--- config.mk ---
export PLATFORM = sky130hd
export DESIGN_NAME = serial_subtractor
export DESIGN_NICKNAME = d
export VERILOG_FILES = /design/src/rtl/arith_pkg.sv /design/src/rtl/full_subtractor.sv /design/src/rtl/serial_subtractor.sv
export SDC_FILE = /design/constraint.sdc
export NUM_CORES = 1
export LEC_CHECK = 0
export CAP_MARGIN = 20
export CORE_MARGIN = 2
export CORE_UTILIZATION = 56
export CTS_CLUSTER_SIZE = 10
export DETAILED_ROUTE_END_ITERATION = 8
export GPL_TIMING_DRIVEN = 0
export PLACE_DENSITY = 0.84
export SYNTH_ARGS = -nofsm -noshare
export SYNTH_HDL_FRONTEND = slang
export SYNTH_SLANG_ARGS = --single-unit
export TNS_END_PERCENT = 50
--- constraint.sdc ---
create_clock -name clk -period 3 [get_ports clk]
set_input_delay 0.45 -clock clk [delete_from_list [all_inputs] [get_ports clk]]
set_output_delay 0.45 -clock clk [all_outputs]
set_load 0.005 [all_outputs]
--- src/rtl/arith_pkg.sv ---
// Shared arithmetic-library types: FSM state encoding and counter sizing.
package arith_pkg;

    typedef enum logic [1:0] {
        IDLE = 2'd0,
        RUN  = 2'd1,
        DONE = 2'd2
    } state_t;

    // Bits needed for a counter that can hold 0..width inclusive.
    function automatic int CNT_W(input int width);
        return $clog2(width + 1);
    endfunction

endpackage

--- src/rtl/full_subtractor.sv ---
// 1-bit full subtractor cell: D = A - B - Bin, with borrow out.
module full_subtractor (
    input  logic A,
    input  logic B,
    input  logic Bin,
    output logic D,
    output logic Bout
);

    assign D    = A ^ B ^ Bin;
    assign Bout = (~A & B) | (~(A ^ B) & Bin);

endmodule

--- src/rtl/serial_subtractor.sv ---
// Bit-serial subtractor: diff = a - b - bin, one bit per clock, LSB first,
// through a single full_subtractor cell with a registered borrow loop.
module serial_subtractor
    import arith_pkg::*;
#(
    parameter int WIDTH = 8
) (
    input  logic             clk,
    input  logic             rst_n,
    input  logic             start,
    input  logic [WIDTH-1:0] a,
    input  logic [WIDTH-1:0] b,
    input  logic             bin,
    output logic             busy,
    output logic             done,
    output logic [WIDTH-1:0] diff,
    output logic             bout,
    output logic             ovf
);

    localparam int CW = CNT_W(WIDTH);

    state_t           r_state;
    logic [WIDTH-1:0] r_a_sh;
    logic [WIDTH-1:0] r_b_sh;
    logic [WIDTH-1:0] r_d_sh;
    logic             r_brw;
    logic [CW-1:0]    r_cnt;

    logic             w_d;
    logic             w_bout;
    logic             w_last;

    // The one and only arithmetic cell; operands come from the shift LSBs.
    full_subtractor u_cell (
        .A    (r_a_sh[0]),
        .B    (r_b_sh[0]),
        .Bin  (r_brw),
        .D    (w_d),
        .Bout (w_bout)
    );

    // Last bit is being processed when the counter reaches WIDTH-1; r_brw is
    // then the borrow into the MSB, needed for signed overflow.
    assign w_last = (r_cnt == CW'(WIDTH - 1));

    // FSM plus datapath: load on start, shift during RUN, publish on the last bit.
    always_ff @(posedge clk or negedge rst_n) begin
        if (!rst_n) begin
            r_state <= IDLE;
            r_a_sh  <= '0;
            r_b_sh  <= '0;
            r_d_sh  <= '0;
            r_brw   <= 1'b0;
            r_cnt   <= '0;
            busy    <= 1'b0;
            done    <= 1'b0;
            diff    <= '0;
            bout    <= 1'b0;
            ovf     <= 1'b0;
        end else begin
            case (r_state)
                IDLE: begin
                    done <= 1'b0;
                    if (start) begin
                        r_a_sh  <= a;
                        r_b_sh  <= b;
                        r_d_sh  <= '0;
                        r_brw   <= bin;
                        r_cnt   <= '0;
                        busy    <= 1'b1;
                        r_state <= RUN;
                    end
                end
                RUN: begin
                    r_d_sh <= {w_d, r_d_sh[WIDTH-1:1]};
                    r_a_sh <= {1'b0, r_a_sh[WIDTH-1:1]};
                    r_b_sh <= {1'b0, r_b_sh[WIDTH-1:1]};
                    r_brw  <= w_bout;
                    r_cnt  <= r_cnt + 1'b1;
                    if (w_last) begin
                        diff    <= {w_d, r_d_sh[WIDTH-1:1]};
                        bout    <= w_bout;
                        ovf     <= r_brw ^ w_bout;
                        busy    <= 1'b0;
                        done    <= 1'b1;
                        r_state <= DONE;
                    end
                end
                DONE: begin
                    done    <= 1'b0;
                    r_state <= IDLE;
                end
                default: begin
                    busy    <= 1'b0;
                    done    <= 1'b0;
                    r_state <= IDLE;
                end
            endcase
        end
    end

endmodule
**Word level (Yosys, flattened, before mapping)**

Index checks and enable logic that the tools add are counted.

- Bits in registers: 43
- Word-level logic and storage cells: 50
- Input port bits: 20
- Output and inout bits: 12

- Reduce and logical (&&, ||, !) cells: 6
- Bitwise logic cells: 9
- $add $sub $neg: 1
- Equality and inequality tests: 5
- Multiplexer cells: 18

Operators with widths:

| cell | number |
|---|---|
| case mux 8 bit (2 select lines) | 3 |
| two-way mux 8 bit | 3 |
| case mux 4 bit (2 select lines) | 1 |
| AND reduction 2 bit | 3 |
| two-way mux 1 bit | 5 |
| adder 4 x 1 -> 4 bit, second input constant | 1 |
| == test 4 x 3 -> 1 bit, second input constant | 1 |
| two-way mux 2 bit | 2 |
| two-way mux 4 bit | 1 |
| inequality test 2 bit, second input constant | 2 |
| case mux 2 bit (2 select lines) | 1 |
| inverter 1 bit | 3 |
| case mux 1 bit (3 select lines) | 1 |
| AND reduction 3 bit | 1 |
| XOR 1 bit | 3 |
| bitwise AND 1 bit | 2 |
| == test 2 x 1 -> 1 bit, second input constant | 1 |
| == test 2 bit, second input constant | 1 |
| zero test 2 bit | 1 |
| case mux 1 bit (2 select lines) | 1 |
| nonzero test 2 bit | 1 |
| OR 1 bit | 1 |

**Longest topological paths before layout**

- Depth after elaboration: 5
- Mapped depth: 5
- Gate-level depth less buffers: 4

**Hierarchy**

From an unflattened synthesis, not the netlist that was laid out.

- Cell total of the unflattened synthesis: 165
- Area total of the unflattened synthesis: 1898.1 sq um

By module, submodules not included:

| module | instances | cells an instance | area an instance (sq um) | sequential area each (sq um) |
|---|---|---|---|---|
| serial_subtractor | 1 | 161 | 1866.8 | 1051.0 |
| full_subtractor | 1 | 4 | 31.3 | 0.0 |

**Least setup slack after synthesis**

No wires, ideal clock.

- Path type: reg-to-reg
- From: reg r_cnt[0]
- To: reg diff[1]
- Path buffers: 1
- Required time: 2.875 ns
- Clock period less this slack: 1.495 ns
- Path slack: 1.505 ns
- Cell stages (with the launch flop): 6
- Data arrival time: 1.370 ns
- Library setup time: 0.125 ns
- Path through: dfrtp_1 ha_1 and3b_1 and2_4 buf_6 mux2_4

- Cells in the longest elaborated chain, start to end: 2

Ends and longest elaborated chain:

| item | line | source |
|---|---|---|
| start, declared | serial_subtractor.sv:28 | `logic [CW-1:0] r_cnt;` |
| start signal, assigned | serial_subtractor.sv:80 | `r_cnt <= r_cnt + 1'b1;` |
| == test 4 x 3 -> 1 bit | serial_subtractor.sv:45 | `assign w_last = (r_cnt == CW'(WIDTH - 1));` |
| AND reduction 2 bit (no source line) | - |  |
| end signal, assigned | serial_subtractor.sv:82 | `diff <= {w_d, r_d_sh[WIDTH-1:1]};` |
| end, declared | serial_subtractor.sv:16 | `output logic [WIDTH-1:0] diff,` |

Every way passes these cells.
A chain may end at the register's enable or synchronous reset.

**Worst setup path in the final report**

- From: reg busy
- To: out busy

RTL lines:

| item | line | source |
|---|---|---|
| start, declared | serial_subtractor.sv:14 | `output logic busy,` |
| start signal, assigned | serial_subtractor.sv:56 | `busy <= 1'b0;` |
| start signal, assigned | serial_subtractor.sv:71 | `busy <= 1'b1;` |
| start signal, assigned | serial_subtractor.sv:85 | `busy <= 1'b0;` |

No word-level cell between the ends.

==> metrics <==
share of cells above drive strength 1=13.3%; Post-DRT Antenna Nets=0; vias in the first global route=1489; Critical Path Sink Type=primary output; port buffer count=31; #FFs+latches synth=42; largest fanout on the critical path=3; # diodes=0; Netlist Area Pre-Place=1900 sq um; Avg Synthesized Cell Area=11.6 sq um; commonest non-fill, non-tap cells in the layout=42 x dfrtp_1, 30 x clkdlybuf4s50_1, 15 x a21oi_1, 15 x nor2b_1, 14 x a22oi_1; PostCTS Resize Cnt=0; first-pass GRT wire length=6710 um; CTS root buf=clkbuf_4; CTS tree=yes; reg2reg start=r_cnt[0]; met2 routed WL=1900 um; antenna violations before repair=0; Syn Nets=186; crit path DAT=1260 ps; residual DRC count=0; Slew Limit Fails=0; core footprint=3310 sq um; footprint of the multi-input gates=771 sq um; status=completed; WL met1=1620 um; Relative slew margins=39.1%; H-tree levels=2; routed length per instance=15.3 um; I/O pin count=32; Hold Path Class=primary input to asynchronous set/reset pin; Pwr per Cell Area=971 nW/um^2; Tcrit/Tclk final=57.0%; Area Overhead vs Synth=23.0%; CP max stage delay=520 ps; Initial Util=57.5%; first-pass iteration count of the detailed router=4; Max Clock Skew=9.40 ps; Hold Violations, Final=0; Fmax achieved=585 MHz; clock buffer count from CTS=5; drt first-iter violations=75; uppermost layer routed=met4; minimum clock period after layout=1710 ps; sequential fraction of the synthesis area=55.2%; VDD IR max=460 uV; slowest CP cell=clkdlybuf4s50_1; CP Data Required Time=2550 ps; CP startpoint kind=flop; row count=21; most common cell after layout, fill and taps aside=dfrtp_1; Total GRT Usage=21.8%; Worst-Skew Late Latency=340 ps; grt total ovfl=0; routed wire length=3810 um; Setup crit start=busy; slew at the pin with the worst max-slew slack=913 ps; Worst Path Buf+Inv=1; Top delay family on crit path=buffers and inverters; maxcap violations=0; met3 wire len=206 um; async set or reset register ratio after synthesis=100%; DP HPWL=2630 um; setup TNS=0 ps; clock net sink count=42; Die H=62.3 um; synthesis warning total=0; vias post-DR=1438; Post-synth EDFFs=0; Die W=62.3 um; pin count of the biggest net entering global routing=43; Clock Path Buffers=2; RSZ-0062 raised after global routing=false; final RePlAce weighted congestion=0.764; Pleak=1.03 nW; cts-stage hold buffer count=0; top_reg_cell synth=dfrtp_1; crit path kind=flop to primary output; fill count=258; endpoints failing setup=0; DR vias/cell=5.78; CP Cell Sequence=clkdlybuf4s50_1; post-synthesis cell type count=29; postcts setup bufs=0; Layout Nets=224; FF+latch area=1050 sq um; cells after synthesis=164; die area=3880 sq um; Worst-path clk slew=110 ps; Final Power=2.27 mW
-- cells in the mapped netlist, types with 4 or more instances --
cell type,count,area share [%]
dfrtp_1,42,55
mux2_4,8,6.3
nand2_1,4,0.79
a22oi_1,14,5.5
inv_1,4,0.79
o21ai_0,11,2.9
buf_2,5,1.3
nor2b_1,15,4.9
a22o_1,8,3.7
o21ai_1,9,2.4
a21oi_1,15,3.9
-- layout make-up --
class                           instances  area share [%]
Buffer                                 11            2.83
Clock buffer                            7            1.92
Clock inverter                          1            1.28
Inverter                                4           0.641
Multi-Input combinational cell        107            32.9
Sequential cell                        42            44.9
Tap cell                               46            2.46
Timing Repair Buffer                   31            13.0
-- final timing paths --
| path | slack [ps] | cells past startpoint | endpoint |
|---|---|---|---|
| max in group asynchronous | 2200 | 1 | r_b_sh[6] |
| min in group clk | 520 | 1 | diff[0] |
| max reg2reg | 1380 | 5 | ovf |
| min reg2reg | 520 | 1 | diff[0] |
| min | 230 | 1 | diff[1] |
| max | 1290 | 1 | busy |
-- where the power goes --
group / internal, mW / leakage [nW] / total [mW] / switching, mW
combinational: 0.524 / 0.453 / 0.950 / 0.425
clock: 0.177 / 0.0395 / 0.349 / 0.172
sequential: 0.801 / 0.540 / 0.975 / 0.174
total: 1.50 / 1.03 / 2.27 / 0.772
-- registers in the layout, summed over array words and instances (netlist names) --
name     count
diff         8
done         1
r_cnt        4
r_state      2
r_b_sh       8
bout         1
r_brw        1
ovf          1
r_a_sh       8
busy         1
r_d_sh       7
-- cells by family (layout without fill, tap and decap cells) --
group | Yosys count | count (layout) | share of synthesized area (%)
AO/OA/AOI/OAI | 62 | 62 | 20.9
flip-flops | 42 | 42 | 55.2
AND/OR/NAND/NOR | 31 | 31 | 9.47
buffers and inverters | 15 | 54 | 4.27
multiplexers | 11 | 11 | 7.96
adder cells (fa/ha/maj) | 2 | 2 | 1.71
XOR/XNOR | 1 | 1 | 0.460
-- metrics by stage --
stage	hold WS [ps]	instance area, sq um	utilization [%]	setup WS (ps)	instances
5_1_grt	295	2340	70.7	1230	249
2_1_floorplan	154	1900	-	1500	164
4_1_cts	252	2340	70.7	1280	249
6_report	226	2340	70.7	1290	249
3_5_place_dp	496	2270	68.4	1040	241
3_3_place_gp	489	2270	68.6	477	241
-- layer usage --
metal	vias to the layer above	track usage, %
li1	672	-
met2	48	38.2
met5	-	0
met3	8	5.62
met1	710	26.2
met4	0	7.78
(Power assumes the default switching activity.)
